`config.mk`:
```
export PLATFORM = sky130hd
export DESIGN_NAME = fifo_level
export DESIGN_NICKNAME = d
export VERILOG_FILES = /design/src/rtl/fifo_level.sv
export SDC_FILE = /design/constraint.sdc
export NUM_CORES = 1
export LEC_CHECK = 0
export CORE_AREA = 4 4 110 112
export DETAILED_ROUTE_END_ITERATION = 6
export DIE_AREA = 0 0 114 116
export HOLD_SLACK_MARGIN = 0.12
export PLACE_DENSITY = 0.73
export RECOVER_POWER = 25
export SYNTH_ARGS = -nofsm -noshare
export SYNTH_HDL_FRONTEND = slang
export SYNTH_SLANG_ARGS = --single-unit
```
`constraint.sdc`:
```
create_clock -name clk -period 3.48 [get_ports clk]
set_input_delay 0.696 -clock clk [delete_from_list [all_inputs] [get_ports clk]]
set_output_delay 0.696 -clock clk [all_outputs]
set_load 0.03 [all_outputs]
```
`src/rtl/fifo_level.sv`:
```
// Single-clock show-ahead FIFO with occupancy count, programmable almost-full/almost-empty
// thresholds, sticky overflow/underflow flags and a synchronous flush.
module fifo_level #(
    parameter int unsigned DWIDTH   = 8,
    parameter int unsigned AWIDTH   = 4,
    parameter int unsigned AF_LEVEL = (2 ** AWIDTH) - 2,
    parameter int unsigned AE_LEVEL = 2
) (
    input  logic              clk,
    input  logic              reset_n,
    input  logic              flush,
    input  logic              clr_err,
    input  logic              wr,
    input  logic [DWIDTH-1:0] w_data,
    input  logic              rd,
    output logic [DWIDTH-1:0] r_data,
    output logic              empty,
    output logic              full,
    output logic              almost_empty,
    output logic              almost_full,
    output logic [AWIDTH:0]   count,
    output logic              overflow,
    output logic              underflow
);

    localparam int unsigned DEPTH = 2 ** AWIDTH;

    localparam logic [AWIDTH:0] DepthC = {1'b1, {AWIDTH{1'b0}}};
    localparam logic [AWIDTH:0] AfLvl  = (AWIDTH + 1)'(AF_LEVEL);
    localparam logic [AWIDTH:0] AeLvl  = (AWIDTH + 1)'(AE_LEVEL);

    logic [DWIDTH-1:0] mem_q [DEPTH];

    logic [AWIDTH-1:0] w_ptr_q, w_ptr_d;
    logic [AWIDTH-1:0] r_ptr_q, r_ptr_d;
    logic [AWIDTH:0]   count_q, count_d;
    logic              empty_q, empty_d;
    logic              full_q, full_d;
    logic              ae_q, ae_d;
    logic              af_q, af_d;
    logic              ovf_q, ovf_d;
    logic              unf_q, unf_d;

    logic wr_acc;
    logic rd_acc;

    // Accepts use the flags registered at the start of the cycle, never the incoming request.
    assign wr_acc = wr & ~full_q;
    assign rd_acc = rd & ~empty_q;

    always_comb begin
        w_ptr_d = w_ptr_q;
        r_ptr_d = r_ptr_q;
        count_d = count_q;
        ovf_d   = ovf_q;
        unf_d   = unf_q;
        if (flush) begin
            w_ptr_d = '0;
            r_ptr_d = '0;
            count_d = '0;
        end else begin
            if (wr_acc) begin
                w_ptr_d = w_ptr_q + 1'b1;
            end
            if (rd_acc) begin
                r_ptr_d = r_ptr_q + 1'b1;
            end
            count_d = count_q + {{AWIDTH{1'b0}}, wr_acc} - {{AWIDTH{1'b0}}, rd_acc};
            if (clr_err) begin
                ovf_d = 1'b0;
                unf_d = 1'b0;
            end
            // A new error in the same cycle as clr_err wins.
            if (wr & full_q) begin
                ovf_d = 1'b1;
            end
            if (rd & empty_q) begin
                unf_d = 1'b1;
            end
        end
        empty_d = (count_d == '0);
        full_d  = (count_d == DepthC);
        ae_d    = (count_d <= AeLvl);
        af_d    = (count_d >= AfLvl);
    end

    always_ff @(posedge clk) begin
        if (!reset_n) begin
            w_ptr_q <= '0;
            r_ptr_q <= '0;
            count_q <= '0;
            empty_q <= 1'b1;
            full_q  <= 1'b0;
            ae_q    <= 1'b1;
            af_q    <= 1'b0;
            ovf_q   <= 1'b0;
            unf_q   <= 1'b0;
        end else begin
            w_ptr_q <= w_ptr_d;
            r_ptr_q <= r_ptr_d;
            count_q <= count_d;
            empty_q <= empty_d;
            full_q  <= full_d;
            ae_q    <= ae_d;
            af_q    <= af_d;
            ovf_q   <= ovf_d;
            unf_q   <= unf_d;
        end
    end

    // Storage is deliberately not reset.
    always_ff @(posedge clk) begin
        if (reset_n && !flush && wr_acc) begin
            mem_q[w_ptr_q] <= w_data;
        end
    end

    assign r_data       = mem_q[r_ptr_q];
    assign empty        = empty_q;
    assign full         = full_q;
    assign almost_empty = ae_q;
    assign almost_full  = af_q;
    assign count        = count_q;
    assign overflow     = ovf_q;
    assign underflow    = unf_q;

endmodule

```
==> flow_summary_export.csv <==
group,metric,value,unit
floorplanning,fp-row-count,39,
cts,numCtsBuffers,17,
timing,finalSetupViolations,0,
route,drc_errors,0,
global_route,gr-total-overflow,0,
worst_setup_path,crit_type,"register to output port",
timing,worstMarginPinSlew,0.585,ns
worst_setup_path,critPathCaptureType,"output port",
global_route,antenna_found_initial,0,
power_and_ir_drop,intPower,3.30,mW
placement,dp_hpwl,7170,um
yosys,synth-seq-area-share,72.0,%
route,vias,3028,
timing,hold_viol,0,
layout,fillCellCount,771,
route,ant_nets,0,
layout,drive_above_1_share,18.3,%
timing,min_period,3.34,ns
power_and_ir_drop,swShare,20.9,%
cts,cts_sinks,151,
power_and_ir_drop,combPwrFrac,6.1,%
worst_hold_path,min_path_type,"register to register",
layout,antennaDiodeCount,0,
timing,slew_headroom,60.9,%
route,drtIter0Drc,304,
timing,clock_skew,0.00833,ns
timing,post-route-period-util,96.1,%
job,max_cap_violations,0,
cts,cts-resized-gates,0,
layout,area_growth,20.5,%
floorplanning,die_y,116,um
route,drt-vias-per-instance,5.58,
global_route,gr-usage-all-layers,18.9,%
power_and_ir_drop,p_per_area,579,mW/mm2
worst_setup_path,worst_setup_path_start_kind,"register",
global_route,first_global_vias,3201,
timing,max_freq,299,MHz
worst_setup_path,worstPathRequired,2.78,ns
worst_setup_path,worst-r2r-setup-slack,1.25,ns
yosys,yosysUniqueCellTypes,34,
floorplanning,core_area,0.0112,mm2
layout,final_nets,411,
yosys,synthesis.nets,350,
worst_setup_path,timing.rr.start,"empty",
route,drt-pass1-iter-count,5,
power_and_ir_drop,ir_worst_vdd,0.344,mV
cts,post-cts-setup-buffer-count,0,
worst_hold_path,worstHoldStart,"underflow",
yosys,syn_avg_cell_area,18.3,um2
power_and_ir_drop,p_leak,2.41,nW
route,wirelength,11200,um
power_and_ir_drop,seqPwrFrac,47.8,%
floorplanning,die_x,114,um
cts,cts_buffer_depth,2,
cts,clk_pin_slew,0.06,ns
worst_setup_path,arrival,2.65,ns
cts,tritoncts,"done",
run_status,outcome,"finished clean",
floorplanning,die_area,0.0132,mm2
global_route,grt_start_max_net_pins,33,
worst_setup_path,crit_path_end,"r_data[2]",
cts,clk_latency,0.42,ns
power_and_ir_drop,p_sw,869,uW
route,wl_per_cell,20.6,um
power_and_ir_drop,pwr-share-clk,46.1,%
timing,tns,0,ns
global_route,grt_pass1_wl,18000,um
floorplanning,num_io_pins,33,
timing,whs,0.506,ns
yosys,synth_area,0.00598,mm2
yosys,syn_inst,326,
cts,postCtsHoldBufs,0,
placement,portBuffers,32,
floorplanning,initial_core_util,53.3,%
worst_setup_path,reg2reg_depth,8,
timing,slew_violations,0,
yosys,synth_seq_cells,151,
cts,root_buffer,"clkbuf_16",
timing,rsz0062_at_grt,"no",
cts,h-tree-depth,4,
placement,gp_congestion,0.831,
yosys,ys_warn_count,0,
worst_setup_path,cp_max_fo,32,
worst_setup_path,rr_endpoint,"full",
-- sequential cells by signal (all words and copies together), names as in the netlist, named ones only --
signal	flops
almost_empty	1
w_ptr_q	4
almost_full	1
mem_q	128
r_ptr_q	4
full	1
count	5
overflow	1
underflow	1
empty	1
-- Yosys cell counts --
master	number	area share (%)
a21oi_1	3	0.25
nand2b_1	3	0.31
and2b_1	1	0.13
mux2i_1	1	0.17
mux2_2	1	0.19
nand3_1	2	0.17
nor2_1	36	2.3
o31ai_1	1	0.13
buf_4	1	0.13
or3_1	1	0.10
a21o_1	2	0.25
inv_1	6	0.38
and2_1	5	0.52
nor4b_1	1	0.15
buf_6	3	0.57
a32o_1	1	0.17
fa_1	1	0.33
mux4_2	18	6.8
buf_2	4	0.33
xor2_1	5	0.73
o21ai_0	1	0.084
clkbuf_1	2	0.13
nand2_1	18	1.1
mux4_1	14	6.2
xnor2_1	6	0.88
nor2b_1	4	0.42
edfxtp_1	128	64
nand3b_1	2	0.25
clkdlybuf4s25_2	3	0.50
dfxtp_1	23	7.7
a2bb2oi_1	2	0.29
nand4_1	2	0.21
ha_1	9	1.9
a22oi_1	16	2.0
-- worst min-delay path by stage --
stage,cells past startpoint,endpoint,slack [ns]
2_1_floorplan,2,register,0.47
3_3_place_gp,2,underflow,0.48
3_5_place_dp,2,underflow,0.49
4_1_cts,2,underflow,0.51
5_1_grt,2,r_ptr_q[3],0.54
6_report,2,underflow,0.51
-- stage by stage --
step | std cells | cell area [um2] | setup WS, ns | utilization, % | power (mW)
CTS | 543 | 7200 | 0.111 | 64.2 | 4.20
global placement | 511 | 6580 | 0.421 | 58.6 | 2.28
finish | 543 | 7200 | 0.136 | 64.2 | 4.17
global route | 543 | 7200 | 0.0164 | 64.2 | 4.31
floorplan | 326 | 5980 | 0.798 | - | 2.19
detailed placement | 511 | 6580 | 0.354 | 58.6 | 2.29
-- cell usage in the layout (no fill, tap or decap), types with 6 or more instances in the layout --
cell and instances:
mux4_1 14, nor2_1 36, clkdlybuf4s50_1 26, buf_4 21, mux4_2 18, edfxtp_1 128, ha_1 9, clkbuf_16 17
dfxtp_1 22, inv_1 6, nand2_1 18, xnor2_1 6, a22oi_1 16, dlygate4sd3_1 6
-- cell type report --
class / instances / area [um2] / area share (%)
clock buffer: 18 / 429 / 5.96
clock inverter: 14 / 195 / 2.71
inverter: 6 / 22.5 / 0.313
multi-input combinational: 156 / 1550 / 21.5
sequential: 151 / 4310 / 59.8
tap: 143 / 179 / 2.48
timing repair buffer: 55 / 518 / 7.19
-- routing by layer --
metal	track usage, %	share of wire (%)	vias up
li1	-	-	1405
met1	23.5	42	1505
met2	31.3	51	111
met3	6.01	6.9	7
met4	6.81	0.33	0
met5	0	0	-
-- worst max-delay path: stages (launching register included) --
cell	delay (ns)
dfxtp_2	0.34
buf_12	0.24
mux4_1	0.59
a22oi_1	0.31
nand2_1	0.09
clkdlybuf4s50_1	0.61
-- cells by family after synthesis --
group                    after synthesis  synth area share [%]
adder cells (fa/ha/maj)               10                  2.22
buffers and inverters                 19                  2.03
flip-flops                           151                  72.0
XOR/XNOR                              11                  1.61
AND/OR/NAND/NOR                       75                  5.65
AO/OA/AOI/OAI                         26                  3.18
multiplexers                          34                  13.3
-- power groups by stage --
stage | logic (mW) | clock network (mW) | registers, mW
floorplan | 0.131 | 0 | 2.06
global placement | 0.253 | 0 | 2.03
detailed placement | 0.256 | 0 | 2.03
CTS | 0.258 | 1.95 | 1.99
global route | 0.276 | 2.04 | 1.99
finish | 0.253 | 1.92 | 1.99
No activity file was read; power rests on OpenSTA's default activity.
